--- config.mk ---
export PLATFORM = sky130hd
export DESIGN_NAME = pc_sequencer
export DESIGN_NICKNAME = d
export VERILOG_FILES = /design/src/rtl/pc_sequencer.sv
export SDC_FILE = /design/constraint.sdc
export NUM_CORES = 1
export LEC_CHECK = 0
export ABC_CLOCK_PERIOD_IN_PS = 4400
export CELL_PAD_IN_SITES_DETAIL_PLACEMENT = 1
export CELL_PAD_IN_SITES_GLOBAL_PLACEMENT = 1
export CORE_MARGIN = 10
export CORE_UTILIZATION = 36
export DETAILED_ROUTE_END_ITERATION = 10
export PLACE_DENSITY_LB_ADDON = 0.1
export SYNTH_ARGS = -nofsm -noshare
export SYNTH_HDL_FRONTEND = slang
export SYNTH_SLANG_ARGS = --single-unit
--- constraint.sdc ---
create_clock -name clk -period 4.4 [get_ports clk]
set_input_delay 0.44 -clock clk [delete_from_list [all_inputs] [get_ports clk]]
set_output_delay 0.44 -clock clk [all_outputs]
set_load 0.03 [all_outputs]
--- src/rtl/pc_sequencer.sv ---
// Multi-cycle instruction sequencer: owns the word-addressed PC and walks
// each instruction through FETCH/DECODE/EXEC/MEM/WB, counting retirements.
module pc_sequencer #(
    parameter int              PC_W     = 10,
    parameter logic [PC_W-1:0] RESET_PC = '0,
    parameter int              CNT_W    = 16
) (
    input  logic             clk,
    input  logic             reset,
    input  logic             start,
    input  logic             halt_in,
    input  logic             is_jump,
    input  logic             is_branch,
    input  logic             branch_taken,
    input  logic             is_mem,
    input  logic [PC_W-1:0]  target,
    input  logic             mem_ready,
    output logic [PC_W-1:0]  pc,
    output logic             ir_load,
    output logic             mem_req,
    output logic             reg_we,
    output logic [2:0]       state,
    output logic             halted,
    output logic [CNT_W-1:0] retired
);

    typedef enum logic [2:0] {
        S_IDLE   = 3'd0,
        S_FETCH  = 3'd1,
        S_DECODE = 3'd2,
        S_EXEC   = 3'd3,
        S_MEM    = 3'd4,
        S_WB     = 3'd5,
        S_HALT   = 3'd6
    } state_e;

    typedef enum logic [1:0] {
        PC_HOLD,
        PC_SEQ,
        PC_TGT
    } pc_sel_e;

    state_e          cur;
    state_e          nxt;
    pc_sel_e         pc_sel;
    logic            retire;
    logic [PC_W-1:0] pc_inc;

    assign pc_inc = pc + PC_W'(1);
    assign state  = cur;

    // State register; reset wins over every other condition.
    always_ff @(posedge clk) begin
        if (reset) begin
            cur <= S_IDLE;
        end else begin
            cur <= nxt;
        end
    end

    // Next-state logic; EXEC resolves jump > branch > mem > ALU.
    always_comb begin
        nxt = S_IDLE;
        unique case (cur)
            S_IDLE: begin
                nxt = start ? S_FETCH : S_IDLE;
            end
            S_FETCH: begin
                nxt = S_DECODE;
            end
            S_DECODE: begin
                nxt = halt_in ? S_HALT : S_EXEC;
            end
            S_EXEC: begin
                if (is_jump || is_branch) begin
                    nxt = S_FETCH;
                end else if (is_mem) begin
                    nxt = S_MEM;
                end else begin
                    nxt = S_WB;
                end
            end
            S_MEM: begin
                nxt = mem_ready ? S_WB : S_MEM;
            end
            S_WB: begin
                nxt = S_FETCH;
            end
            S_HALT: begin
                nxt = S_HALT;
            end
            default: begin
                nxt = S_IDLE;
            end
        endcase
    end

    // Moore strobes decoded straight from the current state.
    always_comb begin
        ir_load = 1'b0;
        mem_req = 1'b0;
        reg_we  = 1'b0;
        halted  = 1'b0;
        unique case (cur)
            S_FETCH: ir_load = 1'b1;
            S_MEM:   mem_req = 1'b1;
            S_WB:    reg_we  = 1'b1;
            S_HALT:  halted  = 1'b1;
            default: ;
        endcase
    end

    // PC source and retire event: only EXEC->FETCH and WB->FETCH move them.
    always_comb begin
        pc_sel = PC_HOLD;
        retire = 1'b0;
        unique case (cur)
            S_EXEC: begin
                if (is_jump) begin
                    pc_sel = PC_TGT;
                    retire = 1'b1;
                end else if (is_branch) begin
                    pc_sel = branch_taken ? PC_TGT : PC_SEQ;
                    retire = 1'b1;
                end
            end
            S_WB: begin
                pc_sel = PC_SEQ;
                retire = 1'b1;
            end
            default: ;
        endcase
    end

    // PC register; pc+1 wraps naturally at the word-address width.
    always_ff @(posedge clk) begin
        if (reset) begin
            pc <= RESET_PC;
        end else begin
            unique case (pc_sel)
                PC_SEQ:  pc <= pc_inc;
                PC_TGT:  pc <= target;
                default: pc <= pc;
            endcase
        end
    end

    // Retired-instruction counter, saturating at all-ones.
    always_ff @(posedge clk) begin
        if (reset) begin
            retired <= '0;
        end else if (retire && !(&retired)) begin
            retired <= retired + CNT_W'(1);
        end
    end

endmodule

# Word level (Yosys, flattened, before mapping)
# Index checks and enable logic that the tools add are counted.
[word_totals]
reg_bits = 29
inputBits = 19
output_inout_bits = 33
elab_cells = 37
[classes]
addsub = 2
n_eq_ne = 8
n_mux = 18
n_reduce_logical = 6
[ops]
columns = ["cell", "n"]
rows = [
  ["3-bit one-hot mux with 7 select lines", 1],
  ["10-bit one-hot mux with 2 select lines", 1],
  ["16-bit by 1-bit adder with 16-bit output (second input constant)", 1],
  ["16-bit AND reduction", 1],
  ["10-bit by 1-bit adder with 10-bit output (second input constant)", 1],
  ["3-bit == test (second input constant)", 3],
  ["1-bit 2-to-1 mux", 9],
  ["3-bit by 2-bit == test with 1-bit output (second input constant)", 2],
  ["2-bit 2-to-1 mux", 3],
  ["3-bit 2-to-1 mux", 2],
  ["2-bit one-hot mux with 2 select lines", 1],
  ["3-bit by 1-bit == test with 1-bit output (second input constant)", 1],
  ["3-bit zero test", 1],
  ["2-bit by 1-bit == test with 1-bit output (second input constant)", 1],
  ["2-bit == test (second input constant)", 1],
  ["1-bit one-hot mux with 2 select lines", 1],
  ["2-bit nonzero test", 1],
  ["1-bit logical AND", 1],
  ["1-bit zero test", 1],
  ["1-bit logical OR", 1],
]

# Logic depth before layout (Yosys ltp)
# Gate-level depths: netlist (run 1).
[depth]
word_depth = 6
depth_mapped = 11
ltp_nobuf = 9

# Worst setup path before layout (run 1)
# OpenSTA, ideal clock, no wires.
[synth_path]
kind = "register -> register"
startpoint = "register cur[0] (netlist: state[0])"
endpoint = "register pc[1]"
setup_ns = 0.128
arrival_time_ns = 2.243
t_required_ns = 4.272
path_slack_ns = 2.029
path_stages_with_launch = 11
n_path_buf = 3
synth_period_minus_slack_ns = 2.371
path_cell_list = "dfxtp_1 > clkbuf_1 > nand2b_1 > nor3b_1 > ha_1 > clkbuf_1 > clkbuf_1 > mux2i_1 > nor2_1 > a21oi_1 > nor2_1"
[synth_between]
elab_chain_cells = 4
word_cells_on_any_way = 7
classes_between = "4 x eq/ne; 2 x mux; 1 x reduce/logical"
[synth_lines]
columns = ["item", "line_no", "rtl"]
rows = [
  ["start, declared", "43", "state_e cur;"],
  ["start signal, assigned", "57", "cur <= nxt;"],
  ["3-bit == test / 3-bit by 2-bit == test with 1-bit output (equally long branches)", "117", "unique case (cur)"],
  ["2-bit one-hot mux with 2 select lines (*)", "117", ""],
  ["2-bit == test / 2-bit by 1-bit == test with 1-bit output (equally long branches)", "140", "unique case (pc_sel)"],
  ["10-bit one-hot mux with 2 select lines / 2-bit nonzero test (equally long branches)", "--", ""],
  ["end signal, assigned", "141", "PC_SEQ: pc <= pc_inc;"],
  ["end signal, assigned", "142", "PC_TGT: pc <= target;"],
  ["end signal, assigned", "143", "default: pc <= pc;"],
  ["end, declared", "18", "output logic [PC_W-1:0] pc,"],
]
# Every way passes the cells marked *; elsewhere a longest branch is shown, timed or not.
# A chain may end at the register's enable or synchronous reset.

# Worst setup path after layout (run 1)
[layout_path]
startpoint = "register cur[1] (netlist: state[1])"
endpoint = "register pc[0]"
# Same word-level chain as after synthesis.

==> metrics.md, run 1 <==
| Metric | Value |
|---|---|
| RD Place Congestion | between 0.7 and 0.8 |
| Max frequency | 396.0 MHz |
| Tot Pwr | 670.2 µW |
| RR Endpoint | pc[0] |
| CTS hold repair buffers | 0 |
| Final antenna-violating net count | 0 |
| Starting Density | 37.95% |
| Share of layout cells above drive strength 1 | approximately 5.6% |
| Synth Area per Inst | ~7.7 µm² |
| Critical Path AT | 2640 ps |
| WHS | about 510 ps |
| Clk slew on worst S/H paths | 70 ps |
| EDFF count, synth | 0 |
| Seq pwr share | 42.0% |
| Fin nets | ~290 |
| Internal Power | 496.4 µW |
| Max Slew Vio Count | 0 |
| Clock power frac | 43.6% |
| Yosys Warn Count | 0 |
| Fill cells | 546 |
| Via count | ~1800 |
| Area growth from synthesis to final layout | 37.39% |
| Leakage | 0.0007402 µW |
| Number of buffers created by CTS | 5 |
| Final antenna diode count | 0 |
| Number of H-tree levels | 2 |
| Slew @ Worst Pin | 1167 ps |
| PostCTS Resize Cnt | 0 |
| RSZ-0062 raised after global routing | false |
| First-pass DRT Iterations | 4 |
| Layout Skew | 8.834 ps |
| Net Count, Synth | roughly 240 |
| IR drop worst, VDD | between 0.00015 and 0.0002 V |
| Largest net degree at the start of global routing | 30 |
| Hold path start | pc[9] |
| Aggregate routed wire length | 5.243 mm |
| Hold endpoint | pc[9] |
| Routed wire per std cell | between 15 and 20 µm |
| Final hold vios | 0 |
| Clock latency on the worst-skew pair | about 290 ps |
| Sw frac | 25.93% |
| # setup viols final | 0 |
| # rows | 24 |
| Top-Level Pins | 52 |
| Crit Path Max Fanout | 12 |
| Top_reg_cell synth | dfxtp_1 |
| Core area | around 0.0044 mm² |
| Port Buffers | 51 |
| CP Class | register to register |
| CTS Buffer Depth | 2 |
| Worst min-delay path class | register to register |
| Hold Path Stages | 2 |
| Total negative slack | 0 ps |
| CTS tree | built |
| Antenna violations before repair | 0 |
| Vias per cell | 5.591 |
| Final period utilization | 57.39% |
| Register area share after synthesis | about a third |
| Initial drt markers | 66 |
| Grt ovf | 0 |
| PD cells | around 290 mW/mm² |
| Post-CTS setup buffers | 0 |
| DRC violations left | 0 |
| Comb pwr share | 14.4% |
| RR Startpoint | state[1] |
| Total net switching power | between 150 and 200 µW |
| FF-to-FF setup slack | about 1900 ps |
| Global Route Usage Sum | 13.98% |
| Most frequent cells in the layout | clkdlybuf4s50_1, dfxtp_1, nor2_1, a21oi_1, nand2_1 |
| Clock root cell | clkbuf_8 |
| Clk sinks | 29 |
| Async SR Flop Fraction | 0% |
| Required @ worst endpoint | 4520 ps |
| CP startpoint kind | register |
| Hpwl dp | 3.644 mm |
| Fin crit period | 2525 ps |
| Synthesized area | 0.001687 mm² |
| Vias in the first global route | 1814 |
| Commonest non-fill, non-tap cell in the layout | clkdlybuf4s50_1 |
| Max Cap Viol | 0 |
| Post-layout util | a little over half |
| Die Wd | between 80 and 90 µm |
| Slew headroom | 21.95% |
| Die area | 0.007823 mm² |
| Die Y | 88.45 µm |
| Status | finished clean |
| Synth unique cells | 44 |
| Crit path capture type | register |
| Syn Inst Count | 220 |
| Yosys reg bits | 29 |
| R2R cell count | 7 |
| First-pass GRT wire length | 8.769 mm |
-- cells by family after synthesis --
group / synth area share, %
and+or+nand+nor: 32.49
AOI/OAI and AO/OA: 20.85
DFF: 34.42
buffers and inverters: 4.525
xor gates and xnor gates: 3.116
muxes: 2.374
adders and majority gates: 2.226
-- per-layer routing --
metal,vias to the layer above,track usage (%),wire [µm]
li1,886,-,-
met1,842,15.98,2267
met2,42,23.17,2469
met3,8,5.974,458
met4,0,4.258,47
met5,-,0,0
-- worst max-delay path by stage --
stage | start | endpoint | slack (ps) | depth (start not counted)
2_1_floorplan | state[0] | pc[1] | 2030 | 10
3_3_place_gp | is_jump | pc[1] | 1770 | 9
3_5_place_dp | is_jump | pc[4] | 1720 | 10
4_1_cts | state[1] | pc[0] | 1890 | 7
5_1_grt | state[1] | pc[8] | 1620 | 7
6_report | state[1] | pc[0] | 1880 | 7
-- critical path: stages, from the launching register on --
cell and delay, ps:
dfxtp_1 580, nor2b_4 300, a31o_2 170, nand2_1 50, ha_1 560, clkinv_1 360, a31oi_1 240, a21oi_1 90
-- flip-flops by register name (all words and copies together) (netlist names) --
signal / cells
retired: 16
state: 3
pc: 10
-- power groups by stage --
| stage | Sequential, µW | Combinational [µW] | Clock [µW] |
|---|---|---|---|
| finish | 281 | 96.4 | 293 |
| global route | 283 | 105 | 309 |
| CTS | 282 | 97.7 | 297 |
| detailed placement | 286 | 96.6 | 0 |
| global placement | 287 | 95.7 | 0 |
| floorplan | 286 | 57.3 | 0 |
-- synthesized netlist by cell type (2+ instances only) --
cell       n  area (µm²)
nor2b_1    2       12.51
a22oi_1    2       15.01
nand2b_1   3       18.77
ha_1       3       37.54
nor4b_1    2       17.52
nor3b_1    3       22.52
and3_1     5       31.28
dfxtp_1   29       580.6
and2_1     2       12.51
nand3_1   10       50.05
a21oi_1   22       110.1
a221oi_1   2       17.52
clkbuf_1  10       37.54
o21ai_0   14       70.07
nand2_1   19       71.32
nor2_1    28       105.1
a31oi_1    3       18.77
inv_1      3       11.26
a21o_2     2       17.52
nor3_1     7       35.03
nand4_1    5       31.28
and4_1     3       26.28
nor2b_4    2       27.53
o31ai_1    4       30.03
nor4_1     3       18.77
xnor2_1    5       43.79
mux2i_1    4       40.04
or3_1      6       37.54
o211ai_1   2       15.01
-- final cells by class --
class | instances | area, µm² | area share [%]
clock buffers | 7 | 86.33 | 3.726
clock inverters | 1 | 30.03 | 1.296
inverters | 4 | 15.01 | 0.6479
multi-input cells | 174 | 1030 | 44.44
flip-flops and latches | 29 | 580.6 | 25.05
well taps | 52 | 65.06 | 2.808
repair buffers | 51 | 510.5 | 22.03
-- per-stage QoR --
step           setup slack (ps)  instances  cell area, µm²
3_5_place_dp               1716        310            2201
2_1_floorplan              2029        220            1687
4_1_cts                    1887        318            2317
6_report                   1875        318            2317
3_3_place_gp               1775        310            2201
5_1_grt                    1620        318            2317
No activity file was read; power rests on OpenSTA's default activity.
==> inputs of run 2 (changes only) <==
--- a/config.mk
+++ b/config.mk
@@ -5,11 +5,11 @@
 export SDC_FILE = /design/constraint.sdc
 export NUM_CORES = 1
 export LEC_CHECK = 0
-export ABC_CLOCK_PERIOD_IN_PS = 4400
+export ABC_CLOCK_PERIOD_IN_PS = 2300
 export CELL_PAD_IN_SITES_DETAIL_PLACEMENT = 1
 export CELL_PAD_IN_SITES_GLOBAL_PLACEMENT = 1
 export CORE_MARGIN = 10
-export CORE_UTILIZATION = 36
+export CORE_UTILIZATION = 30
 export DETAILED_ROUTE_END_ITERATION = 10
 export PLACE_DENSITY_LB_ADDON = 0.1
 export SYNTH_ARGS = -nofsm -noshare
==> constraint.sdc (replaced) <==
create_clock -name clk -period 2.3 [get_ports clk]
set_input_delay 0.23 -clock clk [delete_from_list [all_inputs] [get_ports clk]]
set_output_delay 0.23 -clock clk [all_outputs]
set_load 0.03 [all_outputs]
==> run 2 against run 1 <==
  * Critical path depth down 3
  * Register-to-register slack worse by 1500 ps
  * Sequential power up 85%
  * Die area up 15%
  * Combinational power up 130%
  * Final cell count up 9.1%
  * Core utilization down 7.9 points
  * Via count up 2.3%
  * Highest routed layer unchanged
  * Wire length up 1.6%
==> metrics.md, run 2 (synthesis gave the netlist of run 1 again) <==
| Metric | Value |
|---|---|
| Hold Path Stages | 2 (unchanged) |
| # rows | 27 (+13%) |
| Hold endpoint | pc[8] |
| RD Place Congestion | 0.7733 (+2.5%) |
| RSZ-0062 raised after global routing | false |
| Global Route Usage Sum | 12.25% (-1.7 points) |
| Max Slew Vio Count | 0 (unchanged) |
| RR Startpoint | state[2] |
| Max frequency | 495.4 MHz |
| CTS hold repair buffers | 0 (unchanged) |
| Top reg by flops | retired |
| RR Endpoint | pc[0] |
| Hpwl dp | 3.962 mm (+8.7%) |
| Max reg flops | 16 (unchanged) |
| Final hold vios | 0 (unchanged) |
| Critical Path AT | 1790 ps (-850 ps) |
| Die Wd | 94.98 µm (+7.4%) |
| Clk slew on worst S/H paths | 70 ps (about the same) |
| Crit path capture type | output port |
| Final period utilization | roughly 90% |
| First-pass GRT wire length | 8.949 mm (+2.1%) |
| Slew headroom | 75.97% (+54 points) |
| WL met2 | 2.439 mm (-1.2%) |
| Grt ovf | 0 (unchanged) |
| Max Cap Viol | 0 (unchanged) |
| Aggregate routed wire length | 5.327 mm (+1.6%) |
| Tot Pwr | 1292 µW (+93%) |
| Worst slack at placement | 212.1 ps (-1504 ps) |
| PostCTS Resize Cnt | 0 (unchanged) |
| DRC violations left | 0 (unchanged) |
| Clk sinks | 29 (unchanged) |
| Met3 wire length | 405 µm (-12%) |
| Top-Level Pins | 52 (unchanged) |
| Fin crit period | 2019 ps |
| Starting Density | 30.82% (-7.1 points) |
| First-pass DRT Iterations | 4 (unchanged) |
| Final WS setup | 281.3 ps (-1594 ps) |
| Area growth from synthesis to final layout | 43.62% |
| Antenna violations before repair | 0 (unchanged) |
| Layout Skew | 4.160 ps (-4.674 ps) |
| Placed cell area | 0.002306 mm² (+4.8%) |
| Final antenna-violating net count | 0 (unchanged) |
| Post-Route M1 WL | 2.400 mm (+5.9%) |
| CTS tree | built |
| Most frequent cells in the layout | clkdlybuf4s50_1, dfxtp_1, nor2_1, a21oi_1, nand2_1 |
| CP startpoint kind | register |
| Hold path start | pc[8] |
| Largest net degree at the start of global routing | 30 (unchanged) |
| Initial drt markers | 61 (-7.6%) |
| Clock root cell | clkbuf_8 |
| Fin nets | 296 (+3.1%) |
| FF-to-FF setup slack | 400 ps (-1480 ps) |
| Crit Path Max Fanout | 8 (-4) |
| Layout Cell Area excl Fill | 0.002422 mm² (+4.5%) |
| Port Buffers | 51 (unchanged) |
| Core area | 0.005473 mm² (+23%) |
| Clock latency on the worst-skew pair | 280 ps (about the same) |
| Die Y | 94.98 µm (+7.4%) |
| Final antenna diode count | 0 (unchanged) |
| R2R cell count | 8 (+1) |
| Number of buffers created by CTS | 5 (unchanged) |
| PD cells | 533.5 mW/mm² (+84%) |
| Leakage | 0.0007883 µW (+6.5%) |
| CTS Buffer Depth | 2 (unchanged) |
| # setup viols final | 0 (unchanged) |
| Share of layout cells above drive strength 1 | 8.727% (+3.1 points) |
| Fill cells | 691 (+27%) |
| Routed wire per std cell | 15.35 µm (-6.9%) |
| Status | finished clean |
| Vias in the first global route | 1815 (+0.055%) |
| CP Class | register to output port |
| Required @ worst endpoint | 2070 ps (-2450 ps) |
| Number of H-tree levels | 2 (unchanged) |
| IR drop worst, VDD | 0.0002820 V (+48%) |
| Uppermost layer routed | met4 |
| Worst min-delay path class | register to register |
| Post-CTS setup buffers | 0 (unchanged) |
| Via count | 1819 (+2.3%) |
| Commonest non-fill, non-tap cell in the layout | clkdlybuf4s50_1 |
| Total negative slack | 0 ps (unchanged) |
| Vias per cell | 5.242 (-6.2%) |
| Die area | 0.009021 mm² (+15%) |
| Slew @ Worst Pin | 355.4 ps (-811.8 ps) |
-- run 2: cell count changes in the layout (fill, tap and decap cells not counted) --
cell / change
buf_4: +8
buf_12: +1
-- run 2: worst max path at each step --
stage	start	end	slack, ps	cells past startpoint
floorplan	state[0]	pc[1]	20	10
global placement	is_branch	retired[9]	260	6
detailed placement	is_jump	retired[9]	210	6
CTS	state[2]	ir_load	250	4
global route	state[2]	ir_load	180	4
finish	state[2]	ir_load	280	4
-- run 2: cell type report --
type / instances / area [µm²] / area share (%)
Clock inverter: 1 / 30.03 / 1.240
Multi-Input combinational cell: 174 / 1030 / 42.51
Tap cell: 72 / 90.09 / 3.719
Inverter: 4 / 15.01 / 0.6198
Timing Repair Buffer: 60 / 590.6 / 24.38
Clock buffer: 7 / 86.33 / 3.564
Sequential cell: 29 / 580.6 / 23.97
-- run 2: worst max-delay path: stages (launching register included) --
cell             delay (ps)
dfxtp_1                 310
buf_4                   160
nand2b_1                180
nor2_1                  150
clkdlybuf4s50_1         700
-- run 2: per-stage QoR --
step | utilization (%) | hold slack (ps) | cells
5_1_grt | 44.26 | 520.5 | 347
2_1_floorplan | - | 449.2 | 220
3_5_place_dp | 42.14 | 484.9 | 339
6_report | 44.26 | 496.5 | 347
4_1_cts | 44.26 | 494.2 | 347
3_3_place_gp | 42.14 | 481.2 | 339
-- run 2: report_power, final --
group | internal [µW] | switching, µW | total [µW]
combinational | 99.6 | 118 | 218
sequential | 511 | 9.07 | 520
clock | 353 | 201 | 554
-- run 2: metal layers --
layer	up-vias	track usage, %
li1	907	-
met1	864	14.90
met2	40	19.22
met3	8	5.075
met4	0	3.865
met5	-	0
